File: src/rtl/btn_event_pkg.sv
// Shared types and defaults for the button event generator.
// Build option: BTN_EVENT_GEN_REPEAT_EN enables auto-repeat.
package btn_event_pkg;

  typedef enum logic [1:0] {
    IDLE,
    PRESSED,
    LONG
  } btn_state_e;

  localparam int LONG_CYC_DEF   = 50000000;
  localparam int REPEAT_CYC_DEF = 10000000;

  function automatic int max2(input int a, input int b);
    return (a > b) ? a : b;
  endfunction

endpackage

File: src/rtl/btn_edge_det.sv
// Level history and edge indications for the button input.
// History resets high so a held button never looks like a fresh press.
module btn_edge_det (
  input  logic clk,
  input  logic reset,
  input  logic din,
  output logic din_q,
  output logic rise,
  output logic fall
);

  always_ff @(posedge clk or negedge reset) begin
    if (!reset) begin
      din_q <= 1'b1;
    end else begin
      din_q <= din;
    end
  end

  assign rise = din & ~din_q;
  assign fall = ~din & din_q;

endmodule

File: src/rtl/btn_event_gen.sv
// Button press/release/long/repeat event strobes, all registered.
// Build option: BTN_EVENT_GEN_REPEAT_EN enables auto-repeat.
module btn_event_gen
  import btn_event_pkg::*;
#(
  parameter int LONG_CYC   = LONG_CYC_DEF,
  parameter int REPEAT_CYC = REPEAT_CYC_DEF
) (
  input  logic clk,
  input  logic reset,
  input  logic din,
  output logic press_pulse,
  output logic release_pulse,
  output logic long_pulse,
  output logic repeat_pulse,
  output logic held
);

  localparam int CW = $clog2(max2(LONG_CYC, REPEAT_CYC)) + 1;
  localparam logic [CW-1:0] LONG_M1 = CW'(LONG_CYC - 1);

  btn_state_e    state;
  logic [CW-1:0] cnt;
  logic          din_q;
  logic          rise;
  logic          fall;

  btn_edge_det u_edge (
    .clk   (clk),
    .reset (reset),
    .din   (din),
    .din_q (din_q),
    .rise  (rise),
    .fall  (fall)
  );

`ifdef BTN_EVENT_GEN_REPEAT_EN
  localparam logic [CW-1:0] REP_M1 = CW'(REPEAT_CYC - 1);
  logic rpt_q;
  assign repeat_pulse = rpt_q;
`else
  assign repeat_pulse = 1'b0;
`endif

  always_ff @(posedge clk or negedge reset) begin
    if (!reset) begin
      state         <= IDLE;
      cnt           <= '0;
      press_pulse   <= 1'b0;
      release_pulse <= 1'b0;
      long_pulse    <= 1'b0;
      held          <= 1'b0;
`ifdef BTN_EVENT_GEN_REPEAT_EN
      rpt_q         <= 1'b0;
`endif
    end else begin
      press_pulse   <= 1'b0;
      release_pulse <= 1'b0;
      long_pulse    <= 1'b0;
`ifdef BTN_EVENT_GEN_REPEAT_EN
      rpt_q         <= 1'b0;
`endif
      unique case (state)
        IDLE: begin
          if (rise) begin
            press_pulse <= 1'b1;
            held        <= 1'b1;
            cnt         <= '0;
            state       <= PRESSED;
          end
        end
        PRESSED: begin
          // release wins over a long press landing on the same edge
          if (fall) begin
            release_pulse <= 1'b1;
            held          <= 1'b0;
            cnt           <= '0;
            state         <= IDLE;
          end else if (cnt == LONG_M1) begin
            long_pulse <= 1'b1;
            cnt        <= '0;
            state      <= LONG;
          end else begin
            cnt <= cnt + 1'b1;
          end
        end
        LONG: begin
          if (fall) begin
            release_pulse <= 1'b1;
            held          <= 1'b0;
            cnt           <= '0;
            state         <= IDLE;
`ifdef BTN_EVENT_GEN_REPEAT_EN
          end else if (cnt == REP_M1) begin
            rpt_q <= 1'b1;
            cnt   <= '0;
          end else begin
            cnt <= cnt + 1'b1;
`endif
          end
        end
        default: begin
          held  <= 1'b0;
          cnt   <= '0;
          state <= IDLE;
        end
      endcase
    end
  end

  logic unused_din_q;
  assign unused_din_q = din_q;

endmodule

File: config.mk
export PLATFORM = sky130hd
export DESIGN_NAME = btn_event_gen
export DESIGN_NICKNAME = d
export VERILOG_FILES = /design/src/rtl/btn_event_pkg.sv /design/src/rtl/btn_edge_det.sv /design/src/rtl/btn_event_gen.sv
export SDC_FILE = /design/constraint.sdc
export NUM_CORES = 1
export LEC_CHECK = 0
export CORE_MARGIN = 3
export CORE_UTILIZATION = 59
export DETAILED_ROUTE_END_ITERATION = 7
export PLACE_DENSITY = 0.78
export SETUP_SLACK_MARGIN = 0.3
export SYNTH_ARGS = -nofsm -noshare
export SYNTH_HDL_FRONTEND = slang
export SYNTH_SLANG_ARGS = --single-unit
File: constraint.sdc
create_clock -name clk -period 3.1 [get_ports clk]
set_clock_uncertainty 0.1 [all_clocks]
set_input_delay 0.775 -clock clk [delete_from_list [all_inputs] [get_ports clk]]
set_output_delay 0.775 -clock clk [all_outputs]
set_load 0.005 [all_outputs]
* Word-level counts from Yosys, hierarchy flattened
Index checks and enable logic that the tools add are counted.
** Operators by class
- Add/sub/neg operators :: 1
- Multiply operators :: 0
- Divide/modulo/power cells :: 0
- Magnitude comparators :: 0
- Equal/unequal tests :: 7
- Shift-type cells :: 0
- Multiplexer cells :: 20
- Bitwise logic cells :: 4
- Reduce and logical (&&, ||, !) cells :: 5
** Operators with widths (number)
- $mux W27 :: 4
- $pmux W27 S3 :: 1
- $add A27 B1 Y27 const B :: 1
- $eq A27 B26 Y1 const B :: 1
- $mux W1 :: 9
- $mux W2 :: 4
- $pmux W2 S3 :: 1
- $ne A2 B2 Y1 const B :: 2
- $reduce_and A2 Y1 :: 2
- $ne A3 B3 Y1 const B :: 1
- $reduce_and A3 Y1 :: 1
- $and A1 B1 Y1 :: 2
- $eq A2 B1 Y1 const B :: 1
- $eq A2 B2 Y1 const B :: 1
- $logic_not A2 Y1 :: 1
- $ne A2 B1 Y1 const B :: 1
- $not A1 Y1 :: 2
- $pmux W1 S2 :: 1
- $reduce_or A2 Y1 :: 1
** Word-level totals
- Bits in registers :: 34
- Bits in latches :: 0
- Bits in writable memories :: 0
- Memory bits (read-only) :: 0
- Input port bits :: 3
- Output and inout bits :: 5
- Logic and storage cells :: 44
- Memories :: 0

* Longest topological paths before layout
Gate-level depths: netlist of run 1.
- Depth in word-level cells :: 4
- Mapped depth :: 8
- Mapped depth without buffers :: 6

* By module
From an unflattened synthesis of run 1, not the netlist that was laid out.
** Second synthesis, totals
- Cells, all modules :: 194
- Area total of the unflattened synthesis :: 1848.0 um^2
** By module, submodules not included
- btn_event_gen :: times used 1, cells an instance 191, area each 1806.7 um^2, seq. area each 825.8 um^2
- btn_edge_det :: times used 1, cells an instance 3, area each 41.3 um^2, seq. area each 26.3 um^2

* Worst setup path before layout of run 1
OpenSTA, ideal clock, no wires.
- Path type :: input to register
- From :: input din
- To :: register cnt[25]
- Setup time :: 0.077 ns
- Arrival time :: 2.386 ns
- Data required time :: 2.923 ns
- Path slack :: 0.536 ns
- Stages on the path :: 5
- Buffers on the path :: 0
- Cell sequence :: nand2b_1 > a211oi_1 > o211ai_1 > or3_1 > a21oi_1
** Between the ends
- Cells in the longest elaborated chain, start to end :: 4
- Elaborated cells on any way between the ends :: 8
- Those cells by class :: eq/ne (2); mux (2); bitwise (3); reduce/logical (1)
** RTL lines
- start: declaration :: RTL line btn_event_gen.sv:11 : input logic din,
- $not A1 Y1 :: RTL line btn_edge_det.sv:21 : assign fall = ~din & din_q;
- $and A1 B1 Y1 :: RTL line btn_edge_det.sv:21
- $mux W27 or $ne A2 B2 Y1 (tied branches)
- $pmux W27 S3 or $reduce_and A2 Y1 (tied branches)
- end signal: assignment :: RTL line btn_event_gen.sv:84 : cnt <= cnt + 1'b1;
- end: declaration :: RTL line btn_event_gen.sv:23 : logic [CW-1:0] cnt;
Parallel ways exist; a longest one is shown, timed or not.
A chain may end at the register's enable or synchronous reset.

* Final worst setup path of run 1
- From :: register cnt[11]
- To :: register cnt[24]
** Between the ends
- Cells in the longest elaborated chain, start to end :: 4
- Elaborated cells on any way between the ends :: 5
- Those cells by class :: add/sub (1); eq/ne (1); mux (3)
** RTL lines
- $add A27 B1 Y27 or $eq A27 B26 Y1 (tied branches) :: RTL line btn_event_gen.sv:84, btn_event_gen.sv:79
- $mux W27 (*) :: RTL line btn_event_gen.sv:79 : end else if (cnt == LONG_M1) begin
- $mux W27 (*) :: RTL line btn_event_gen.sv:74 : if (fall) begin
- $pmux W27 S3 (*) :: RTL line btn_event_gen.sv:63 : unique case (state)
Every way passes the cells marked *; elsewhere a longest branch is shown, timed or not.

==> flow_summary.yaml, run 1 <==
die:
  die_area_mm2: 0.003863
  ioPinCount: 8
  start_util_pct: 64.68
  die_h_um: 62.16
  fp.coreArea_mm2: 0.002877
  row_count: 19
  die_w_um: 62.16
hold_path:
  hold_path.class: "reg2reg"
pwr:
  p_sw_share_pct: 35.23
  vdd.ir_drop.worst_uv: 356.8
  internal_power_w: 0.0007024
  power_frac_clock_pct: 24.4
  seqPwrFrac_pct: 45.6
  p_per_area_mw_per_mm2: 528.2
  p_sw_w: 0.0003820
  leakage_nw: 0.8745
  power_frac_comb_pct: 30.0
  total_power_w: 0.001084
setup_path:
  worstPathArrival_ns: 2.84
  cp-startpoint: "cnt[11]"
  timing.rr.start: "cnt[11]"
  setup.worst_path.class: "reg2reg"
  crit_end: "cnt[24]"
  rrSetupSlack_ns: 0.40
  startpoint_type: "flop"
  cp_max_fo: 8
  ff2ff_path_depth: 6
  end_kind: "flop"
  required_ns: 3.25
  timing.rr.end: "cnt[24]"
clock_tree:
  cts.clk_slew.worst_paths_ns: 0.12
  postCtsSetupBuffers: 0
  cts_buffers: 5
  clock-sinks: 34
  cts_resized: 0
  worstSkewPairLatency_ns: 0.35
  cts_tree: "yes"
  cts_buffer_depth: 2
  h-tree-depth: 2
  root_buffer: "clkbuf_4"
  cts_hold_buffers: 0
sta:
  fin_crit_ns: 2.696
  max-slew-margin-rel_pct: 49.14
  slew_viol_final: 0
  rsz0062_at_grt: "false"
  worst_slack_ns: 0.4036
  hold_viol_final: 0
  period_share_pct: 86.98
  totalNegativeSetupSlack_ns: 0
  max_freq_mhz: 370.9
  tightest_slew_ns: 0.7578
  finalSetupViolations: 0
  hold_slack_ns: 0.4187
logic_synthesis:
  synth.avg_cell_area_um2: 9.397
  yosysUniqueCellTypes: 43
  synth-seq-area-share_pct: 45.80
  syn_inst: 198
  async_reset_ff_share_pct: 100.0
  synth_nets: 205
  synth_edf_count: 0
  synth_seq_cells: 34
  synthFlopType: "dfrtp_1"
  yosysWarningCount: 0
  synth_area_mm2: 0.001861
placement:
  portBuffers: 6
  dpl-instance-area_mm2: 0.001994
  gp_congestion: 0.8681
  pre_cts_ws_ns: 0.3049
  dp_hpwl_um: 2958
routing:
  drt_wl_total_um: 4171
  vias_per_cell: 6.443
  wl_per_cell_um: 16.36
  ant_nets: 0
  via_count: 1643
  drt_iter0_markers: 298
  dr.pass1.iters: 5
  drc: 0
layout:
  nNetsFinal: 219
  antenna_cells: 0
  fin_area_mm2: 0.002053
  drive_gt1_share_pct: 8.451
  area_delta_synth_final_pct: 10.36
grt:
  grt_pass1_vias: 1620
  gr-usage-all-layers_pct: 23.98
  gr-total-overflow: 0
  antenna_found_initial: 0
  grt_max_degree: 35
  grt_pass1_wl_um: 7576
run_status:
  status: "finished, final reports clean"
flow_run:
  maxCapViolCount: 0
cell usage in the layout (no fill, tap or decap), types with 6 or more instances in the layout:
cell type        netlist  routed
a21oi_1                7       7
buf_4                  1       6
nor2_1                23      23
nor3_1                 6       6
xor2_1                 8       8
nand2_1               15      15
dfrtp_1               33      33
nand3_1               13      13
inv_1                  7       7
a22o_1                 7       7
o21ai_0               14      14
clkdlybuf4s50_1        0       6
worst min-delay path by stage:
stage	start	end	slack [ns]	cells past startpoint
floorplan	cnt[1]	cnt[1]	0.37	2
global placement	cnt[1]	cnt[1]	0.39	2
detailed placement	cnt[1]	cnt[1]	0.39	2
CTS	cnt[1]	cnt[1]	0.41	2
global route	cnt[1]	cnt[1]	0.45	2
finish	cnt[1]	cnt[1]	0.42	2
cell usage after synthesis (3+ instances only):
| master | count | area [um2] |
|---|---|---|
| nor3_1 | 6 | 30.03 |
| a21o_1 | 3 | 22.52 |
| inv_1 | 7 | 26.28 |
| o21ai_0 | 14 | 70.07 |
| dfrtp_1 | 33 | 825.8 |
| nor4_1 | 4 | 25.02 |
| xor2_1 | 8 | 70.07 |
| and2_1 | 3 | 18.77 |
| a22o_1 | 7 | 61.31 |
| ha_1 | 4 | 50.05 |
| nand3_1 | 13 | 65.06 |
| and4_1 | 3 | 26.28 |
| a21oi_1 | 7 | 35.03 |
| or3_1 | 3 | 18.77 |
| o211ai_1 | 4 | 30.03 |
| nand2_1 | 15 | 56.30 |
| or4_1 | 3 | 22.52 |
| nor2_1 | 23 | 86.33 |
| nand4_1 | 5 | 31.28 |
| o2111ai_1 | 4 | 35.03 |
final cells by class:
cell class	instances	area (um2)
clock buffer	8	58.81
fill	220	823.3
inverter	7	26.28
multi-input combinational	152	958.4
sequential	34	852.1
tap	42	52.55
timing repair buffer	12	105.1
routing by layer:
metal / routed length, um / vias to the layer above / GRT usage, %
met3: 311 / 10 / 5.225
met4: 63 / 0 / 7.459
met5: 0 / - / 0
met1: 1764 / 806 / 32.04
met2: 2033 / 68 / 39.11
li1: - / 759 / -
per-stage QoR:
stage,instances,util [%]
floorplan,198,-
global placement,247,69.33
detailed placement,247,69.33
CTS,255,71.38
global route,255,71.38
finish,255,71.38
cell families (layout without fill, tap and decap cells):
logic type	after synthesis	after routing	synth area share, %
and+or+nand+nor	88	88	24.81
AOI/OAI and AO/OA	49	49	19.10
DFF	34	34	45.80
buffers and inverters	12	27	2.690
xor gates and xnor gates	10	10	4.708
adders and majority gates	4	4	2.690
other	1	1	0.2016
sequential cells by signal, summed over array words and instances (netlist names):
signal         flops
state              2
press_pulse        1
held               1
release_pulse      1
long_pulse         1
cnt               27
u_edge.din_q       1
power by group through the flow:
stage,Clock (W),Combinational [W],Sequential (W)
6_report,0.000265,0.000325,0.000494
5_1_grt,0.000287,0.000363,0.000499
4_1_cts,0.000267,0.000320,0.000494
3_5_place_dp,0,0.000319,0.000503
3_3_place_gp,0,0.000306,0.000501
2_1_floorplan,0,0.000217,0.000499
worst max-delay path, cell delays in order (launching register included):
cell and delay [ns]:
dfrtp_1 0.44, or4_1 0.54, or4_4 0.60, o31ai_4 0.37
nor2_1 0.07, buf_4 0.18, a221o_1 0.30
Note: power is estimated with default switching activity, not from simulation.
==> run 2, diff against run 1 <==
Settings changed: HOLD_SLACK_MARGIN set to 0.03, RECOVER_POWER set to 50.
==> run 2 against run 1 <==
Final cell count unchanged. The run now ends with max-capacitance violations, max-slew violations left. Clock-buffer cell count unchanged. Largest cell class unchanged. Non-clock buffer count unchanged. Clock power about the same. Final area down 0.18%. Global-route usage unchanged. Maximum frequency about the same. First-iteration DRC count up 1.7%. Total power down 0.20%.
==> flow_summary.yaml, run 2 (synthesis results as in run 1) <==
pwr:
  p_per_area_mw_per_mm2: 528.1
  seqPwrFrac_pct: 45.7
  leakage_nw: 0.8711
  p_sw_w: 0.0003807
  power_frac_comb_pct: 29.9
  power_frac_clock_pct: 24.4
  p_sw_share_pct: 35.17
  internal_power_w: 0.0007016
  vdd.ir_drop.worst_uv: 356.0
sta:
  hold_viol_final: 0
  max_freq_mhz: 370.8
  tightest_slew_ns: 1.772
  rsz0062_at_grt: "false"
  finalSetupViolations: 0
  max-slew-margin-rel_pct: -18.16
  period_share_pct: 87.01
  totalNegativeSetupSlack_ns: 0
  fin_crit_ns: 2.697
  slew_viol_final: 35
  hold_slack_ns: 0.4183
layout:
  largest_reg_flops: 27
  nNetsFinal: 219
  drive_gt1_share_pct: 7.981
  layout_commonest_cell: "dfrtp_1"
  top_regs: "cnt x27, state x2"
  final_cell_mix: "dfrtp_1, nor2_1, nand2_1, o21ai_0, nand3_1"
  fillers: 221
  antenna_cells: 0
  finalNonFillerCells: 255
  largest_register: "cnt"
  area_delta_synth_final_pct: 10.15
  utilization_pct: 71.25
setup_path:
  critPathSlowestCell: "or4_4"
  timing.rr.end: "cnt[24]"
  required_ns: 3.24
  cp_max_fo: 8
  worstPathArrival_ns: 2.84
  ff2ff_path_depth: 6
  setup.worst_path.class: "reg2reg"
  crit_chain: "or4_1 -> or4_4 -> o31ai_4 -> nor2_1 -> buf_4 -> a221o_1"
  timing.rr.start: "cnt[11]"
  slowest_delay_ns: 0.60
  rrSetupSlack_ns: 0.40
  end_kind: "flop"
  startpoint_type: "flop"
placement:
  portBuffers: 6
  gp_congestion: 0.8681
  dp_hpwl_um: 2958
  numPlacedInstances: 247
die:
  start_util_pct: 64.68
  row_count: 19
  fp.coreArea_mm2: 0.002877
  die_w_um: 62.16
  ioPinCount: 8
  die_h_um: 62.16
  die_area_mm2: 0.003863
routing:
  drt_iter0_markers: 303
  dr.pass1.iters: 5
  vias_per_cell: 6.392
  wl_per_cell_um: 16.27
  via_count: 1630
  drc: 0
  ant_nets: 0
  drt_wl_total_um: 4150
grt:
  antenna_found_initial: 0
  gr-total-overflow: 0
  grt_pass1_vias: 1620
  grt_pass1_wl_um: 7576
  gr-usage-all-layers_pct: 23.98
  grt_max_degree: 35
clock_tree:
  cts_hold_buffers: 0
  clock-sinks: 34
  cts.clk_slew.worst_paths_ns: 0.12
  postCtsSetupBuffers: 0
  cts_buffers: 5
  root_buffer: "clkbuf_4"
  worstSkewPairLatency_ns: 0.35
  cts_resized: 0
  cts_tree: "yes"
  cts_buffer_depth: 2
  h-tree-depth: 2
run_status:
  status: "complete, but fails checks"
  violations: "max-capacitance violations, max-slew violations"
hold_path:
  hold_path.class: "reg2reg"
  hold_end: "cnt[1]"
  min_delay_path_depth: 2
  hold_path.startpoint: "cnt[1]"
flow_run:
  maxCapViolCount: 1
## run 2: power by group through the flow
stage	registers, W	logic, W	clock network, W
finish	0.000494	0.000323	0.000264
global route	0.000499	0.000362	0.000287
CTS	0.000494	0.000320	0.000267
detailed placement	0.000503	0.000319	0
global placement	0.000501	0.000306	0
floorplan	0.000499	0.000217	0
## run 2: metal layers
| metal | track usage [%] | vias up | wire length (um) |
|---|---|---|---|
| met4 | 7.459 | 0 | 44 |
| met2 | 39.11 | 65 | 2043 |
| met5 | 0 | - | 0 |
| li1 | - | 758 | - |
| met1 | 32.04 | 801 | 1747 |
| met3 | 5.225 | 6 | 315 |
## run 2: worst max-delay path by stage
| stage | from | end | slack (ns) | depth (start not counted) |
|---|---|---|---|---|
| floorplan | din | cnt[25] | 0.54 | 5 |
| global placement | din | cnt[21] | 0.39 | 6 |
| detailed placement | din | cnt[4] | 0.30 | 6 |
| CTS | cnt[11] | cnt[24] | 0.42 | 6 |
| global route | reset | cnt[21] | 0.21 | 2 |
| finish | cnt[11] | cnt[24] | 0.40 | 6 |
## run 2: layout make-up
class | instances | area [um2] | area share [%]
inverters | 7 | 26.28 | 1.282
repair buffers | 12 | 101.3 | 4.945
flip-flops and latches | 34 | 852.1 | 41.57
well taps | 42 | 52.55 | 2.564
multi-input cells | 152 | 958.4 | 46.76
clock buffers | 8 | 58.81 | 2.869
## run 2: through the flow
| stage | instance area (um2) | worst slack [ns] | total power [W] |
|---|---|---|---|
| after CTS | 2053 | 0.4249 | 0.001081 |
| after global routing | 2049 | 0.2139 | 0.001147 |
| after floorplan | 1861 | 0.5364 | 0.0007164 |
| after global placement | 1994 | 0.3891 | 0.0008066 |
| final | 2049 | 0.4028 | 0.001082 |
| after detailed placement | 1994 | 0.3049 | 0.0008220 |
## run 2: worst max-delay path, delay by kind of cell, from the launching register on
family,cells,cell delay (ns)
compound gates,2,0.67
buf+inv,1,0.18
flops,1,0.44
simple gates,3,1.21
==> run 3, diff against run 2 <==
Settings changed: ABC_CLOCK_PERIOD_IN_PS set to 3100, CORE_MARGIN 3 to 1, GPL_TIMING_DRIVEN set to 0.
==> run 3 against run 2 <==
The flow still finishes with violations (max-capacitance violations, max-slew violations). Wire length shrank 1.3%. Final area grew 0.92%. First-iteration DRC count shrank 75%. Sequential share of layout area shrank 0.38 points. Final cell count grew 1.2%. Hold slack is essentially flat. Register-to-register slack lost 0.02 ns. Critical endpoint unchanged.
==> flow_summary.yaml, run 3 (synthesis results as in run 1) <==
run_status:
  status: "complete, but fails checks"
  violations: "max-capacitance violations, max-slew violations"
sta:
  rsz0062_at_grt: "false"
  tightest_slew_ns: 1.829
  max_freq_mhz: 367.5
  hold_viol_final: 0
  slew_viol_final: 35
  finalSetupViolations: 0
  max-slew-margin-rel_pct: -21.93
  period_share_pct: 87.78
  fin_crit_ns: 2.721
die:
  die_h_um: 58.16
  start_util_pct: 61.45
  row_count: 20
  die_w_um: 58.16
  die_area_mm2: 0.003382
  ioPinCount: 8
  fp.coreArea_mm2: 0.003028
setup_path:
  path_buf_inv: 0
  end_kind: "flop"
  cp_max_fo: 8
  slowest_delay_ns: 0.60
  path_depth: 5
  crit_chain: "or4_1 -> or4_4 -> o31ai_4 -> nor2_1 -> a221o_1"
  cp_top_family: "simple AND/OR/NAND/NOR gates"
  critPathSlowestCell: "or4_4"
  worstPathArrival_ns: 2.85
  ff2ff_path_depth: 5
  required_ns: 3.23
  startpoint_type: "flop"
  setup.worst_path.class: "reg2reg"
routing:
  wl_per_cell_um: 15.88
  drt_iter0_markers: 76
  drc: 0
  drt_wl_total_um: 4098
  ant_nets: 0
  vias_per_cell: 6.012
  dr.pass1.iters: 4
  via_count: 1551
layout:
  multiInputGateArea_um2: 982.2
  area_delta_synth_final_pct: 11.16
  nNetsFinal: 220
  antenna_cells: 0
  final_cell_mix: "dfrtp_1, nor2_1, nand2_1, o21ai_0, nand3_1"
  top_regs: "cnt x27, state x2"
  largest_reg_flops: 27
  fin_area_mm2: 0.002068
  drive_gt1_share_pct: 8.879
  seq_area_um2: 852.1
  largest_register: "cnt"
  fillers: 249
  layout_commonest_cell: "dfrtp_1"
  finalNonFillerCells: 258
placement:
  gp_congestion: 0.8038
  dpl-instance-area_mm2: 0.001971
  numPlacedInstances: 248
  portBuffers: 6
  dp_hpwl_um: 2805
grt:
  gr-usage-all-layers_pct: 27.80
  grt_pass1_wl_um: 7065
  gr-total-overflow: 0
  grt_pass1_vias: 1526
  antenna_found_initial: 0
  grt_max_degree: 35
clock_tree:
  h-tree-depth: 2
  cts_tree: "yes"
  cts_buffer_depth: 2
  clock-sinks: 34
  root_buffer: "clkbuf_4"
  cts_buffers: 5
  cts.clk_slew.worst_paths_ns: 0.10
  cts_hold_buffers: 0
  worstSkewPairLatency_ns: 0.34
hold_path:
  hold_path.class: "reg2reg"
  min_delay_path_depth: 2
flow_run:
  maxCapViolCount: 1
pwr:
  vdd.ir_drop.worst_uv: 305.1
  leakage_nw: 0.8692
  p_per_area_mw_per_mm2: 518.2
-- run 3: cell count changes in the layout (fill, tap and decap cells not counted) --
cell             delta
buf_4               -2
a211oi_1            -1
a211oi_4            +1
buf_1               +1
buf_2               +1
clkbuf_1            +1
clkdlybuf4s50_1     -1
clkinv_2            +1
nor3_1              -1
nor3_4              +1
-- run 3: metal layers --
metal  track usage [%]  wire length [um]  vias up
li1                  -                 -      760
met1             37.54              1857      751
met2             44.17              2059       33
met3             5.134               125        7
met4             11.56                56        0
met5                 0                 0        -
-- run 3: power breakdown --
part	internal (W)	total (W)	leakage [nW]	switching, W
registers	0.000473	0.000493	0.466	0.0000202
logic	0.000110	0.000320	0.368	0.000209
clock network	0.000110	0.000259	0.0353	0.000149
total	0.000693	0.00107	0.869	0.000379
-- run 3: what timing repair did --
item	CTS	global route
setup buffers	0	2
setup endpoints to repair	3	3
gates resized for setup	2	2
pin swaps	0	1
-- run 3: cell type report --
cell class | instances | share of cell area [%]
inverters | 7 | 1.270
flip-flops and latches | 34 | 41.20
repair buffers | 8 | 3.327
multi-input cells | 152 | 47.49
clock inverters | 1 | 0.2420
well taps | 44 | 2.662
clock buffers | 7 | 2.662
plain buffers | 5 | 1.149
-- run 3: final timing paths --
kind	startpoint	end	slack, ns
worst max-delay path	cnt[10]	cnt[24]	0.38
worst min-delay path	cnt[1]	cnt[1]	0.42
worst max register to register	cnt[10]	cnt[24]	0.38
worst min register to register	cnt[1]	cnt[1]	0.42
max in group asynchronous	reset	cnt[13]	1.04
min in group asynchronous	reset	press_pulse	0.82
-- run 3: worst min-delay path, cell delays in order (launching register included) --
cell     delay (ns)
dfrtp_1        0.39
nand2_1        0.06
nand2_1        0.05
-- run 3: stage by stage --
step | power, W | setup slack [ns] | util, % | hold WS, ns | setup TNS, ns
5_1_grt | 0.001134 | 0.2671 | 68.31 | 0.4450 | 0
6_report | 0.001072 | 0.3787 | 68.31 | 0.4185 | 0
2_1_floorplan | 0.0007164 | 0.5364 | - | 0.3657 | 0
3_5_place_dp | 0.0008135 | -0.3696 | 65.08 | 0.3956 | -0.9576
4_1_cts | 0.001072 | 0.3164 | 67.40 | 0.4112 | 0
3_3_place_gp | 0.0008033 | -0.3285 | 65.25 | 0.3852 | -0.7891
